[src/rtl/if_fetch_ctrl_pkg.sv]
// Shared fetch-stage constants and FSM state encoding.
package if_fetch_ctrl_pkg;

    localparam int unsigned PC_LENGTH = 32;
    localparam int unsigned PC_STEP   = 4;
    localparam logic        ENABLE    = 1'b1;
    localparam logic        DISABLE   = 1'b0;

    typedef enum logic [1:0] {
        IF_ST_IDLE  = 2'd0,
        IF_ST_FETCH = 2'd1,
        IF_ST_HOLD  = 2'd2
    } if_state_e;

endpackage

[src/rtl/if_fetch_ctrl_redirect_latch.sv]
// Holds one redirect target that arrived while InstMem was still busy.
module if_redirect_latch #(
    parameter int unsigned W = 32
) (
    input  logic         clk,
    input  logic         rst,
    input  logic         set,
    input  logic [W-1:0] set_target,
    input  logic         clr,
    output logic         valid,
    output logic [W-1:0] target
);
    import if_fetch_ctrl_pkg::*;

    // A newer redirect always replaces an older one; set beats clr.
    always_ff @(posedge clk) begin
        if (rst) begin
            valid  <= DISABLE;
            target <= '0;
        end else if (set) begin
            valid  <= ENABLE;
            target <= set_target;
        end else if (clr) begin
            valid  <= DISABLE;
        end
    end

endmodule

[src/rtl/if_fetch_ctrl.sv]
// Fetch-stage controller: PC register, next-PC selection and InstMem sequencing.
module if_fetch_ctrl
    import if_fetch_ctrl_pkg::*;
#(
    parameter int unsigned           PC_LENGTH = if_fetch_ctrl_pkg::PC_LENGTH,
    parameter int unsigned           PC_STEP   = if_fetch_ctrl_pkg::PC_STEP,
    parameter logic [PC_LENGTH-1:0]  RESET_PC  = PC_LENGTH'('hFC)
) (
    input  logic                 clk,
    input  logic                 rst,
    input  logic                 stall_i,
    input  logic                 branch_valid_i,
    input  logic [PC_LENGTH-1:0] branch_target_i,
    input  logic                 jump_valid_i,
    input  logic [PC_LENGTH-1:0] jump_target_i,
    input  logic                 rom_ready_i,
    output logic [PC_LENGTH-1:0] pc_o,
    output logic                 rom_ce_o,
    output logic                 inst_valid_o,
    output logic                 flush_o
);
    localparam logic [PC_LENGTH-1:0] STEP = PC_LENGTH'(PC_STEP);

    if_state_e            state;
    logic                 pend_valid;
    logic [PC_LENGTH-1:0] pend_target;
    logic                 new_redirect;
    logic                 redirect;
    logic [PC_LENGTH-1:0] new_target;
    logic [PC_LENGTH-1:0] redirect_target;
    logic                 pend_set;
    logic                 pend_clr;

    assign new_redirect    = branch_valid_i | jump_valid_i;
    assign redirect        = new_redirect | pend_valid;
    assign new_target      = branch_valid_i ? branch_target_i : jump_target_i;
    assign redirect_target = new_redirect ? new_target : pend_target;

    assign pend_set = (state == IF_ST_FETCH) & ~rom_ready_i & new_redirect;
    assign pend_clr = (state == IF_ST_FETCH) & rom_ready_i;

    if_redirect_latch #(.W(PC_LENGTH)) u_redirect_latch (
        .clk        (clk),
        .rst        (rst),
        .set        (pend_set),
        .set_target (new_target),
        .clr        (pend_clr),
        .valid      (pend_valid),
        .target     (pend_target)
    );

    assign inst_valid_o = (state == IF_ST_FETCH) & rom_ready_i & ~stall_i & ~redirect;

    always_ff @(posedge clk) begin
        if (rst) begin
            state    <= IF_ST_IDLE;
            pc_o     <= RESET_PC;
            rom_ce_o <= DISABLE;
            flush_o  <= DISABLE;
        end else begin
            flush_o <= DISABLE;
            case (state)
                IF_ST_IDLE: begin
                    state    <= IF_ST_FETCH;
                    pc_o     <= RESET_PC + STEP;
                    rom_ce_o <= ENABLE;
                end
                IF_ST_FETCH: begin
                    // Redirects seen during a wait are parked in the latch, but still flush now.
                    flush_o <= new_redirect;
                    if (rom_ready_i) begin
                        if (redirect)
                            pc_o <= redirect_target;
                        else if (stall_i)
                            state <= IF_ST_HOLD;
                        else
                            pc_o <= pc_o + STEP;
                    end
                end
                IF_ST_HOLD: begin
                    flush_o <= new_redirect;
                    if (new_redirect) begin
                        pc_o  <= new_target;
                        state <= IF_ST_FETCH;
                    end else if (!stall_i) begin
                        state <= IF_ST_FETCH;
                    end
                end
                default: state <= IF_ST_IDLE;
            endcase
        end
    end

endmodule

[config.mk]
export PLATFORM = sky130hd
export DESIGN_NAME = if_fetch_ctrl
export DESIGN_NICKNAME = d
export VERILOG_FILES = /design/src/rtl/if_fetch_ctrl_pkg.sv /design/src/rtl/if_fetch_ctrl_redirect_latch.sv /design/src/rtl/if_fetch_ctrl.sv
export SDC_FILE = /design/constraint.sdc
export NUM_CORES = 1
export LEC_CHECK = 0
export BUFFER_PORTS_ARGS = -buffer_cell sky130_fd_sc_hd__buf_2
export CAP_MARGIN = 15
export CORE_MARGIN = 1.5
export CORE_UTILIZATION = 28
export CTS_CLUSTER_DIAMETER = 30
export DETAILED_ROUTE_END_ITERATION = 8
export RECOVER_POWER = 50
export SYNTH_ARGS = -nofsm -noshare
export SYNTH_HDL_FRONTEND = slang
export SYNTH_SLANG_ARGS = --single-unit
[constraint.sdc]
create_clock -name clk -period 2.2 [get_ports clk]
set_input_delay 0.11 -clock clk [delete_from_list [all_inputs] [get_ports clk]]
set_output_delay 0.11 -clock clk [all_outputs]
set_load 0.02 [all_outputs]
==> impl_metrics.yaml <==
run_status:
  status: "completed"
detailed_routing:
  wl_per_cell_um: 17.19
  drt_first_pass_iters: 4
  num_vias: 4381
  wirelength_um: 13730
  post_drt_via_cell_ratio: 5.483
  drtIter0Drc: 326
  ant_nets: 0
  drcViolationCount: 0
worst_setup_path:
  required_ns: 2.42
  rr_endpoint: "pc_o[22]"
  crit_arrival_ns: 2.29
  crit_chain: "ha_1 > nand3_1 > or3_1 > nor4_1 > o21ai_0 > a211o_1"
  cp_slowest_stage_delay_ns: 0.46
  endpoint_kind: "flop"
  critPathMaxFanout: 3
  r2r_start: "pc_o[3]"
  reg2regPathDepth: 6
  reg2reg_slack_ns: 0.13
  path_class: "reg2reg"
  crit_slowest_cell: "or3_1"
  cp-start-kind: "flop"
  setup.worst_path.start: "pc_o[3]"
clock_tree:
  cts_buffer_depth: 2
  clock-root-buffer: "clkbuf_16"
  clk_pin_slew_ns: 0.06
  numCtsBuffers: 9
  cts-hold-fix-buffers: 0
  clock_sinks: 69
  insertion_delay_ns: 0.33
  cts_tree: "yes"
  cts_htree_levels: 3
hold_path:
  min-delay-start: "rom_ready_i"
  hold_end: "u_redirect_latch.valid"
  hold_path_depth: 2
  worstHoldPathType: "in2reg"
global_route:
  grt_pass1_wl_um: 22070
  grt_pass1_vias: 4169
  antenna_found_initial: 0
  grt_start_max_net_pins: 38
  grt_overflow_total: 0
  grtUsageTotal: 0.1885
timing:
  clock.fmax_mhz: 482.2
  setup_slack_ns: 0.1263
  slew_viol_final: 0
  period_share: 0.9426
  relSlewSlack: 0.6733
  setup_violations: 0
  hold_viol: 0
  tns_ns: 0
  worst_pin_slew_ns: 0.4855
  fin_crit_ns: 2.074
  skew_ns: 0.005757
floorplanning:
  core_sq_mm: 0.01399
  rows: 43
  io_pins: 105
  fp.dieW_um: 123.0
  start_util: 0.2880
  die_h_um: 123.0
  die-area_sq_mm: 0.01512
power_and_ir_drop:
  p_switching_mw: 1.898
  seqPwrFrac: 0.310
  clock_power_share: 0.323
  power.ir.vdd_worst_mv: 0.3946
  p_int_mw: 3.353
  leakage_nw: 2.005
  switching_share: 0.3614
  p_comb_frac: 0.367
  powerDensity_mw_per_mm2: 994.0
synthesis:
  async_flop_share: 0
  syn-mean-instance-area_sq_um: 8.156
  synth_ff_type: "dfxtp_1"
  synth_seq_cells: 69
  syn-cell-area_sq_mm: 0.004029
  synth-seq-area-share: 0.3429
  synth_edf_count: 0
  netlist-cell-type-count: 59
  yosysWarnings: 0
  syn_inst: 494
  syn_nets: 569
cells_and_area:
  final_nets: 689
  fin_util: 0.3776
  antennaDiodeCount: 0
  syn2layout_area_growth_pct: 31.12
  drive_above_1_share: 0.2439
placement:
  post-place-ws_ns: 0.09103
  portBuffers: 104
  hpwl_um: 10260
  place.gp.congestion: 0.8846
flow_run:
  maxCapViolCount: 0
-- power by group through the flow --
stage / logic [mW] / clock network (mW) / registers [mW]
2_1_floorplan: 1.17 / 0 / 1.75
6_report: 1.93 / 1.70 / 1.63
5_1_grt: 2.14 / 1.77 / 1.65
3_5_place_dp: 1.93 / 0 / 1.65
4_1_cts: 1.94 / 1.72 / 1.62
3_3_place_gp: 1.91 / 0 / 1.64
-- metrics by stage --
stage / hold slack (ns) / cell area [sq um] / power (mW) / cells
2_1_floorplan: 0.2090 / 4063 / 2.919 / 494
3_3_place_gp: 0.3758 / 4974 / 3.549 / 783
3_5_place_dp: 0.3780 / 4974 / 3.581 / 783
4_1_cts: 0.02872 / 5323 / 5.290 / 799
5_1_grt: 0.03486 / 5283 / 5.563 / 799
6_report: 0.02738 / 5283 / 5.251 / 799
-- area by class of cell --
class	instances	area, sq um
clock inverter	6	110.1
timing repair buffer	145	785.8
tap	180	225.2
inverter	11	41.29
fill	1483	8706
sequential	69	1384
multi-input combinational	378	2497
clock buffer	10	239.0
-- state kept, by name, summed over array words and instances, names as in the netlist --
name	count
pc_o	32
u_redirect_latch.target	32
state	2
flush_o	1
rom_ce_o	1
u_redirect_latch.valid	1
-- logic make-up after synthesis --
family,count (synthesis),share of synthesized area
AND/OR/NAND/NOR,183,0.2354
multiplexers,34,0.08602
AO/OA/AOI/OAI,151,0.2587
buffers and inverters,47,0.05062
XOR/XNOR,5,0.01087
flip-flops,69,0.3429
adder cells (fa/ha/maj),5,0.01553
-- what timing repair did --
item                                    in CTS  in global routing
resized for setup                            0                  7
endpoints found under the setup margin       0                  7
buffers inserted                             0                  0
-- cells in the final DEF (no fill, tap or decap), types with 7 or more instances in the layout --
cell	n
clkbuf_16	9
buf_2	70
nor2_1	55
buf_4	38
nand4_1	9
a211oi_1	24
a2bb2oi_1	8
nand2b_1	7
nand2_1	38
nor3_1	8
nand3_1	15
a22oi_1	8
nor4_1	9
inv_1	9
o21ai_0	43
a31oi_1	8
dfxtp_1	67
clkbuf_1	35
and3_1	8
mux2i_1	29
a21oi_1	17
-- how the worst max path moves through the flow --
stage,endpoint
6_report,pc_o[22]
5_1_grt,pc_o[28]
4_1_cts,pc_o[28]
3_5_place_dp,pc_o[26]
3_3_place_gp,pc_o[28]
2_1_floorplan,pc_o[2]
-- worst max-delay path, delay by kind of cell (launching register included) --
| kind | cells | cell delay [ns] |
|---|---|---|
| and+or+nand+nor | 3 | 0.96 |
| adders and majority gates | 1 | 0.22 |
| AOI/OAI and AO/OA | 2 | 0.41 |
| DFF | 1 | 0.36 |
-- cells in the mapped netlist, types with 3 or more instances --
cell type  instances  share of area
a211o_1            5          0.011
a211oi_1          24          0.045
a21oi_1           17          0.021
a221o_1            3         0.0075
a221oi_1           3         0.0065
a222oi_1           3         0.0075
a22o_1             4         0.0087
a22oi_1            8          0.015
a2bb2oi_1          8          0.017
a311oi_1           5          0.011
a31oi_1            8          0.012
a32oi_1            3         0.0065
and3_1             8          0.012
and4_1             5          0.011
buf_1              4         0.0037
buf_2              4         0.0050
buf_6              3         0.0084
clkbuf_1          25          0.023
dfxtp_1           69           0.34
ha_1               5          0.016
inv_1             10         0.0093
mux2_2             5          0.014
mux2i_1           29          0.072
nand2_1           39          0.036
nand2b_1           7          0.011
nand3_1           17          0.021
nand4_1            9          0.014
nor2_1            55          0.051
nor3_1             9          0.011
nor4_1             9          0.014
o21ai_0           43          0.053
o221ai_1           3         0.0065
o32ai_1            4         0.0087
or2_2              3         0.0047
or3_1              5         0.0078
xor2_1             3         0.0065
-- metal layers --
layer	share of wire	track usage
met1	0.47	0.2622
met2	0.44	0.2885
met3	0.087	0.04474
met4	0.011	0.05669
met5	0	0
Power figures use the tool's default switching activity.
